### config.mk
export PLATFORM = sky130hd
export DESIGN_NAME = ibuf_fill_ctrl
export DESIGN_NICKNAME = d
export VERILOG_FILES = /design/src/rtl/ibuf_pkg.sv /design/src/rtl/ibuf_bank_flags.sv /design/src/rtl/ibuf_fill_ctrl.sv
export SDC_FILE = /design/constraint.sdc
export NUM_CORES = 1
export LEC_CHECK = 0
export BUFFER_PORTS_ARGS = -buffer_cell sky130_fd_sc_hd__buf_2
export CORE_AREA = 4 4 71 73
export CTS_CLUSTER_SIZE = 12
export DETAILED_ROUTE_END_ITERATION = 16
export DIE_AREA = 0 0 75 77
export PLACE_DENSITY = 0.71
export SKIP_CTS_REPAIR_TIMING = 1
export SYNTH_ARGS = -nofsm -noshare
export SYNTH_HDL_FRONTEND = slang
export SYNTH_HIERARCHICAL = 1
export SYNTH_SLANG_ARGS = --single-unit
export TNS_END_PERCENT = 5
### constraint.sdc
create_clock -name clk -period 2.4 [get_ports clk]
set_input_delay 0 -clock clk [delete_from_list [all_inputs] [get_ports clk]]
set_output_delay 0 -clock clk [all_outputs]
set_load 0.03 [all_outputs]
### src/rtl/ibuf_pkg.sv
// Shared definitions for the input-buffer loader: default data width, geometry
// derivation functions used by both the address generator and the fill controller,
// and the fill FSM state type.
package ibuf_pkg;

   localparam int unsigned DW_DEF = 16;

   typedef enum logic [1:0] {IDLE, FILL, WAIT_BANK} fill_state_e;

   // Pixels kept per fetched row.
   function automatic int unsigned calc_bufw(input int unsigned pox, input int unsigned stride,
                                             input int unsigned ksize);
      return pox * stride + ksize / 2;
   endfunction

   // Input rows per block.
   function automatic int unsigned calc_lm(input int unsigned stride, input int unsigned poy);
      return (stride + 1) * poy - stride;
   endfunction

   // Beats fetched per row: whole bursts covering bufw, padding included.
   function automatic int unsigned calc_rbeats(input int unsigned bufw, input int unsigned burst);
      return (bufw / burst + 1) * burst;
   endfunction

endpackage

### src/rtl/ibuf_bank_flags.sv
// Per-bank "block valid" flags for the ping-pong line buffer. A set from the fill
// side always wins over a same-cycle release of the same bank; releasing a bank that
// is not valid (or is being set) is reported as a protocol error.
module ibuf_bank_flags (
   input  logic       clk,
   input  logic       rst_n,
   input  logic [1:0] set_req,
   input  logic [1:0] rel_req,
   output logic [1:0] ready,
   output logic [1:0] ready_next,
   output logic       rel_err
);

   logic [1:0] ready_q;

   // Next flag value and release error detection.
   always_comb begin
      ready_next = (ready_q & ~rel_req) | set_req;
      rel_err    = |(rel_req & (~ready_q | set_req));
   end

   // Flag register.
   always_ff @(posedge clk or negedge rst_n) begin
      if (!rst_n) begin
         ready_q <= 2'b00;
      end else begin
         ready_q <= ready_next;
      end
   end

   assign ready = ready_q;

endmodule

### src/rtl/ibuf_fill_ctrl.sv
// Read-data side of the input-buffer loader. Accepts read beats, keeps the first
// BUFW pixels of each RBEATS-beat row, writes them into the current ping-pong bank
// and hands full blocks of LM rows to the PE array via the bank flags.
module ibuf_fill_ctrl
   import ibuf_pkg::*;
#(
   parameter int unsigned DW      = DW_DEF,
   parameter int unsigned KSIZE   = 3,
   parameter int unsigned POX     = 16,
   parameter int unsigned POY     = 3,
   parameter int unsigned STRIDE  = 2,
   parameter int unsigned BURST   = 32,
   localparam int unsigned BUFW   = calc_bufw(POX, STRIDE, KSIZE),
   localparam int unsigned LM     = calc_lm(STRIDE, POY),
   localparam int unsigned RBEATS = calc_rbeats(BUFW, BURST),
   localparam int unsigned CW     = $clog2(RBEATS),
   localparam int unsigned RW     = (LM > 1) ? $clog2(LM) : 1
) (
   input  logic          clk,
   input  logic          rst_n,
   input  logic          blk_start,
   input  logic [DW-1:0] rdata,
   input  logic          rvalid,
   input  logic          rlast,
   output logic          rready,
   output logic          wr_en,
   output logic          wr_bank,
   output logic [RW-1:0] wr_row,
   output logic [5:0]    wr_col,
   output logic [DW-1:0] wr_data,
   output logic          row_done,
   output logic [1:0]    blk_ready,
   input  logic [1:0]    blk_release,
   output logic          err
);

   fill_state_e   state_q, state_d;
   logic [CW-1:0] bc_q, bc_d;
   logic [RW-1:0] row_q, row_d;
   logic          bank_q, bank_d;
   logic          err_q, err_d;

   logic          wr_en_q, wr_bank_q, row_done_q;
   logic [RW-1:0] wr_row_q;
   logic [5:0]    wr_col_q;
   logic [DW-1:0] wr_data_q;

   logic          accept, row_end, blk_end, burst_edge;
   logic          start_err, rlast_err, rel_err;
   logic [1:0]    set_req, ready_next;

   assign rready     = (state_q == FILL);
   assign accept     = rvalid & rready;
   assign row_end    = accept && (bc_q == CW'(RBEATS - 1));
   assign blk_end    = row_end && (row_q == RW'(LM - 1));
   // rlast is only checked, never used to realign the counters.
   assign burst_edge = ((32'(bc_q) + 32'd1) % BURST) == 32'd0;
   assign rlast_err  = accept && (rlast != burst_edge);
   assign start_err  = blk_start && (state_q != IDLE);
   assign set_req    = blk_end ? (bank_q ? 2'b10 : 2'b01) : 2'b00;

   ibuf_bank_flags u_flags (
      .clk        (clk),
      .rst_n      (rst_n),
      .set_req    (set_req),
      .rel_req    (blk_release),
      .ready      (blk_ready),
      .ready_next (ready_next),
      .rel_err    (rel_err)
   );

   // FSM next state; a completed block waits if the new fill bank is still held.
   always_comb begin
      state_d = state_q;
      unique case (state_q)
         IDLE:      if (blk_start) state_d = FILL;
         FILL:      if (blk_end) state_d = ready_next[~bank_q] ? WAIT_BANK : IDLE;
         WAIT_BANK: if (!ready_next[bank_q]) state_d = IDLE;
         default:   state_d = IDLE;
      endcase
   end

   // Beat/row counters, fill bank and sticky error next state.
   always_comb begin
      bc_d   = bc_q;
      row_d  = row_q;
      bank_d = bank_q;
      if (accept) begin
         bc_d = row_end ? '0 : bc_q + CW'(1);
         if (row_end) row_d = blk_end ? '0 : row_q + RW'(1);
         if (blk_end) bank_d = ~bank_q;
      end
      err_d = err_q | start_err | rlast_err | rel_err;
   end

   // Control state registers.
   always_ff @(posedge clk or negedge rst_n) begin
      if (!rst_n) begin
         state_q <= IDLE;
         bc_q    <= '0;
         row_q   <= '0;
         bank_q  <= 1'b0;
         err_q   <= 1'b0;
      end else begin
         state_q <= state_d;
         bc_q    <= bc_d;
         row_q   <= row_d;
         bank_q  <= bank_d;
         err_q   <= err_d;
      end
   end

   // One-cycle write path into the line buffer; padding beats produce no strobe.
   always_ff @(posedge clk or negedge rst_n) begin
      if (!rst_n) begin
         wr_en_q    <= 1'b0;
         row_done_q <= 1'b0;
         wr_bank_q  <= 1'b0;
         wr_row_q   <= '0;
         wr_col_q   <= '0;
         wr_data_q  <= '0;
      end else begin
         wr_en_q    <= accept && (bc_q < CW'(BUFW));
         row_done_q <= row_end;
         if (accept) begin
            wr_bank_q <= bank_q;
            wr_row_q  <= row_q;
            wr_col_q  <= 6'(bc_q);
            wr_data_q <= rdata;
         end
      end
   end

   assign wr_en    = wr_en_q;
   assign wr_bank  = wr_bank_q;
   assign wr_row   = wr_row_q;
   assign wr_col   = wr_col_q;
   assign wr_data  = wr_data_q;
   assign row_done = row_done_q;
   assign err      = err_q;

endmodule

==> qor.csv, run 1 <==
metric,value,unit
Critical Path Sink Type,flip-flop,
Vias/cell,4.87,
vias in the first global route,1530,
WP buf/inv,1,
Overflow after GRT,0,
layout cell share with drive strength beyond 1,25.9,%
CP required,2.63,ns
initial drt markers,97,
leakage power,0.00133,uW
clock root cell,clkbuf_8,
"CTS clk-pin slew, worst paths",0.08,ns
RSZ-0062 raised after global routing,no,
largest area contributor in the netlist,dfrtp_1,
Final Cycle Share,92.1,%
worst-path fanout max,8,
total routed wirelength,4220,um
Avg WL per Cell,12.8,um
number of register bits inferred by synthesis,43,
cells after synthesis,207,
Syn. warnings,6,
largest net degree at the start of global routing,44,
die width,75,um
fin nets,305,
"delay-heaviest family, CP",simple AND/OR/NAND/NOR gates,
"Min Clock Period, post-route",2.21,ns
Fin Setup TNS,0,ns
Main synth FF type,dfrtp_1,
worst min-delay path class,input port to flip-flop,
DRC violations left,0,
final setup vio count,0,
crit path DAT,2.44,ns
CP max-delay cell,dfrtp_1,
all-layer global routing usage,15.1,%
CTS Buffer Depth,2,
power per cell area,795,nW/um^2
TritonRoute pass-1 iters,4,
Sink Count,43,
H-tree depth,2,
"EDFF count, synth",0,
Die Ht,77,um
run status,completed,
Slew headroom,37.5,%
I/O Pins,55,
peak supply drop,402,uV
ys async rst share,100,%
Rows,24,
Mapped Avg Cell Area,9.35,um^2
Syn Nets,235,
clock skew,0.00582,ns
RD Place Congestion,0.809,
Post-Syn Area,1940,um^2
Synth-to-Final Area Change,30.2,%
first-pass GRT wire length,6870,um
crit-path most repeated cell,nor2_1,
FILL cells,362,
antenna-violating nets left,0,
diodes inserted,0,
post-synth top area share,55.6,%
maximum clock rate,452,MHz
Via Count,1606,
Skew-Pair Late Insertion Delay,0.29,ns
slew at the pin closest to its max-slew limit,0.938,ns
total power draw,2000,uW
final core utilization,57.9,%
core area,4350,um^2
Final Max Slew Viols,0,
largest cells by area after synthesis,"dfrtp_1 (56%), nand2_1 (16%), o21ai_0 (3.4%), ha_1 (3.2%), inv_1 (1.7%)",
Num CTS Buffers,5,
final hold viol count,0,
post-synth cell types,32,
max_cap viols,0,
number of I/O port buffers,54,
sequential element share of the synthesized area,55.6,%
kind of critical path,flip-flop to flip-flop,
cell breakdown of the critical path,ha_2 -> and4_4 -> nand3_4 -> inv_1 -> nand2_1 -> nor2_1 -> nor2b_4 -> o22ai_2 -> nor2_1 -> o311ai_0 -> a21oi_1 -> nand3_1,
DP HPWL,2830,um
CP Launch Type,flip-flop,
starting density of the core,44.5,%
CTS tree,yes,
die area,5780,um^2
CP peak stage delay,0.47,ns
initial antenna violation count,0,
[worst reg2reg max path: cells and delay by family (launching register included)]
family / cells / cell delay, ns
AOI/OAI and AO/OA: 3 / 0.33
adders and majority gates: 1 / 0.30
buffers and inverters: 1 / 0.14
DFF: 1 / 0.47
and+or+nand+nor: 7 / 0.91
[report_power, final]
part           internal [uW]  leakage [uW]  switching, uW
Sequential               833      0.000535            130
Clock                    310     0.0000581            247
Combinational            173      0.000738            310
[cell usage in the layout, fill, tap and decap left out, drive strengths merged, types with 4 or more instances in the layout]
cell type and instances:
inv 9, ha 5, nor2 6, nand2 80
clkbuf 5, dfrtp 43, a21oi 4, buf 57
nand4 4, o21ai 13, dlygate4sd3 17
[final timing paths]
| kind | depth (start not counted) | slack [ns] | end | startpoint |
|---|---|---|---|---|
| setup / recovery | 12 | 0.19 | err$_DFF_PN0_ | bc_q[1]$_DFFE_PN0P_ |
| hold / removal | 2 | 0.01 | state_q[0]$_DFFE_PN0P_ | blk_start |
| setup reg to reg | 12 | 0.19 | err$_DFF_PN0_ | bc_q[1]$_DFFE_PN0P_ |
| hold reg to reg | 2 | 0.47 | wr_data[14]$_DFFE_PN0P_ | wr_data[14]$_DFFE_PN0P_ |
| max in group asynchronous | 2 | 1.43 | wr_row[2]$_DFFE_PN0P_ | rst_n |
| min in group asynchronous | 2 | 0.39 | state_q[1]$_DFFE_PN0P_ | rst_n |
[synth_stat cells, types with 2 or more instances]
master / n
ha_1: 5
clkbuf_1: 5
nand4_1: 4
dfrtp_1: 43
nand3b_1: 3
buf_4: 4
buf_2: 2
a21oi_1: 4
and2_1: 2
nand3_1: 2
nand2_1: 80
o21ai_0: 13
inv_1: 9
xnor2_1: 3
o31ai_1: 3
a21o_1: 2
and3_1: 2
nor2_1: 6
nor2b_1: 2
[stage by stage]
step / area, um^2 / setup WS [ns] / std cells / hold slack (ns)
after floorplan: 1940 / 0.417 / 207 / -0.296
after global placement: 2230 / 0.270 / 305 / 0.190
after detailed placement: 2230 / 0.171 / 305 / 0.192
after CTS: 2350 / 0.136 / 313 / -0.121
after global routing: 2520 / 0.0170 / 330 / 0.00452
final: 2520 / 0.189 / 330 / 0.0104
[routing by layer]
metal  share of wire, %  routed length (um)  vias to the layer above  global-route usage [%]
li1                   -                   -                      816                       -
met1                 43                1820                      753                    18.3
met2                 51                2150                       32                    25.5
met3                4.8                 203                        5                    4.18
met4                1.1                  45                        0                    4.27
met5                  0                   0                        -                       0
[cells by family (layout without fill, tap and decap cells)]
group | after synthesis | in the layout | synth area share [%]
AOI/OAI and AO/OA | 28 | 28 | 9.37
xor gates and xnor gates | 3 | 3 | 1.36
adders and majority gates | 5 | 5 | 3.23
buffers and inverters | 20 | 91 | 4.78
DFF | 43 | 43 | 55.6
muxes | 2 | 2 | 1.10
and+or+nand+nor | 106 | 106 | 24.6
[final cells by class]
type                       count  area (um^2)  share of cell area, %
clock buffer                   5         68.8                   2.73
sequential                    43         1080                   42.7
tap                           52         65.1                   2.58
multi-input combinational    144          769                   30.5
timing repair buffer          74          463                   18.4
clock inverter                 3         43.8                   1.74
inverter                       9         33.8                   1.34
[registers in the layout, summed over array words and instances (netlist names)]
signal	flops
wr_bank	1
wr_row	3
err	1
wr_data	16
u_flags/ready	2
wr_en	1
bank_q	1
state_q	2
bc_q	6
wr_col	6
row_done	1
row_q	3
(Power assumes the default switching activity.)
==> run 2, diff against run 1 <==
--- a/config.mk
+++ b/config.mk
@@ -10,7 +10,7 @@
 export CTS_CLUSTER_SIZE = 12
 export DETAILED_ROUTE_END_ITERATION = 16
 export DIE_AREA = 0 0 75 77
-export PLACE_DENSITY = 0.71
+export PLACE_DENSITY = 0.74
 export SKIP_CTS_REPAIR_TIMING = 1
 export SYNTH_ARGS = -nofsm -noshare
 export SYNTH_HDL_FRONTEND = slang
==> constraint.sdc (replaced) <==
create_clock -name clk -period 1.8 [get_ports clk]
set_input_delay 0.18 -clock clk [delete_from_list [all_inputs] [get_ports clk]]
set_output_delay 0.18 -clock clk [all_outputs]
set_load 0.03 [all_outputs]
==> run 2 against run 1 <==
Hold slack improved by 0.058 ns. Sequential share of layout area rose by 0.092 points. Maximum frequency up 25%. Routed wire length up 6.3%. Sequential power increased by 26%. Clock power rose by 22%. Count of clock-buffer cells in the layout is 2 higher. Non-clock buffer count increased by 1. Die area stayed put.
==> qor.csv, run 2 (synthesis results as in run 1) <==
metric,value,unit
run status,completed,
Sink Count,43,
Final Instance Area,2520,um^2
CP required,1.97,ns
H-tree depth,2,
RSZ-0062 raised after global routing,yes,
"commonest non-fill, non-tap cell in the layout",nand2_1,
Final Non-Filler Cells,331,
slew at the pin closest to its max-slew limit,0.507,ns
layout cell share with drive strength beyond 1,35.1,%
cell breakdown of the critical path,ha_4 -> and4_4 -> nand3_4 -> inv_4 -> and3_4 -> nor2b_2 -> o22ai_2 -> nor2_1 -> o311ai_1 -> a21oi_1 -> nand3_1,
antenna-violating nets left,0,
R2R depth,11,
Overflow after GRT,0,
Num CTS Buffers,5,
leakage power,0.00134,uW
peak supply drop,460,uV
initial drt markers,120,
Post-Place Cells,320,
Vias/cell,4.99,
Synth-to-Final Area Change,30.1,%
Critical Path Sink Type,flip-flop,
die width,75,um
DRC violations left,0,
most frequent cells in the layout,"nand2_1 (78), buf_2 (54), dfrtp_1 (42)",
total routed wirelength,4480,um
first-pass GRT wire length,7510,um
"Min Clock Period, post-route",1.77,ns
final setup vio count,0,
die area,5780,um^2
clock root cell,clkbuf_8,
Hold Path Origin,rdata[13],
power per cell area,1070,nW/um^2
clock skew,0.00322,ns
area post-placement,2360,um^2
PnR worst setup slack,0.0315,ns
Setup crit end,err$_DFF_PN0_,
fin nets,306,
number of I/O port buffers,54,
total power draw,2700,uW
FF-to-FF End,err$_DFF_PN0_,
Reg power frac,44.7,%
Psw,953,uW
Final Cycle Share,98.2,%
crit path DAT,1.94,ns
Largest register FFs,16,
Via Count,1653,
Rows,24,
kind of critical path,flip-flop to flip-flop,
TritonRoute pass-1 iters,4,
Internal,1750,uW
worst setup path startpoint,bc_q[1]$_DFFE_PN0P_,
"CTS clk-pin slew, worst paths",0.08,ns
diodes inserted,0,
core area,4350,um^2
I/O Pins,55,
R2R Setup Slk,0.03,ns
CP max-delay cell,dfrtp_2,
initial antenna violation count,0,
maximum clock rate,565,MHz
Final Max Slew Viols,0,
pre-CTS setup slack,-0.00479,ns
Avg WL per Cell,13.5,um
DP HPWL,3250,um
max_cap viols,0,
RD Place Congestion,0.859,
CTS tree,yes,
FILL cells,376,
largest net degree at the start of global routing,31,
Comb pwr share,30.2,%
all-layer global routing usage,16.9,%
vias in the first global route,1567,
CTS Buffer Depth,2,
starting density of the core,44.5,%
Skew-Pair Late Insertion Delay,0.30,ns
Worst R2R Start,bc_q[1]$_DFFE_PN0P_,
final hold viol count,0,
sw frac,35.3,%
worst min-delay path class,input port to flip-flop,
CP peak stage delay,0.43,ns
Clock power frac,25.2,%
CP Launch Type,flip-flop,
Slew headroom,66.2,%
Die Ht,77,um
worst-path fanout max,5,
-- run 2: worst min-delay path by stage --
stage                                   end  slack [ns]  depth (start not counted)
floorplan                bank_q$_DFFE_PN0P_       -0.12                          0
global placement        bc_q[1]$_DFFE_PN0P_        0.18                          1
global route         wr_data[0]$_DFFE_PN0P_        0.04                          3
finish              wr_data[13]$_DFFE_PN0P_        0.07                          3
detailed placement      bc_q[1]$_DFFE_PN0P_        0.18                          1
CTS                   wr_col[0]$_DFFE_PN0P_       -0.14                          1
-- run 2: worst max-delay path, delay by kind of cell (launching register included) --
| family | cells | cell delay, ns |
|---|---|---|
| buf+inv | 1 | 0.05 |
| compound gates | 3 | 0.30 |
| flops | 1 | 0.43 |
| fa+ha+maj | 1 | 0.16 |
| simple gates | 6 | 0.71 |
-- run 2: through the flow --
step / setup TNS (ns) / util [%] / hold WS (ns)
2_1_floorplan: 0 / - / -0.116
3_3_place_gp: 0 / 54.3 / 0.185
3_5_place_dp: -0.00479 / 54.3 / 0.183
4_1_cts: -0.0191 / 56.7 / -0.144
5_1_grt: -0.0947 / 57.8 / 0.0433
6_report: 0 / 57.8 / 0.0686
-- run 2: layer usage --
layer	routed length (um)	share of wire, %	track usage [%]
met5	0	0	0
met4	85	1.9	6.76
met3	207	4.6	4.84
met2	2260	50	26.6
met1	1930	43	21.4
-- run 2: power by group through the flow --
stage	clock network [uW]	registers, uW	logic (uW)
2_1_floorplan	0	1410	336
3_3_place_gp	0	1230	794
3_5_place_dp	0	1230	812
4_1_cts	701	1210	817
5_1_grt	752	1230	895
6_report	680	1210	816
-- run 2: cell type report --
cell class,instances,area [um^2],share of cell area [%]
multi-input combinational,144,805,32.0
tap,52,65.1,2.58
timing repair buffer,75,430,17.1
inverter,9,36.3,1.44
clock buffer,7,96.3,3.83
clock inverter,1,7.51,0.298
sequential,43,1080,42.8
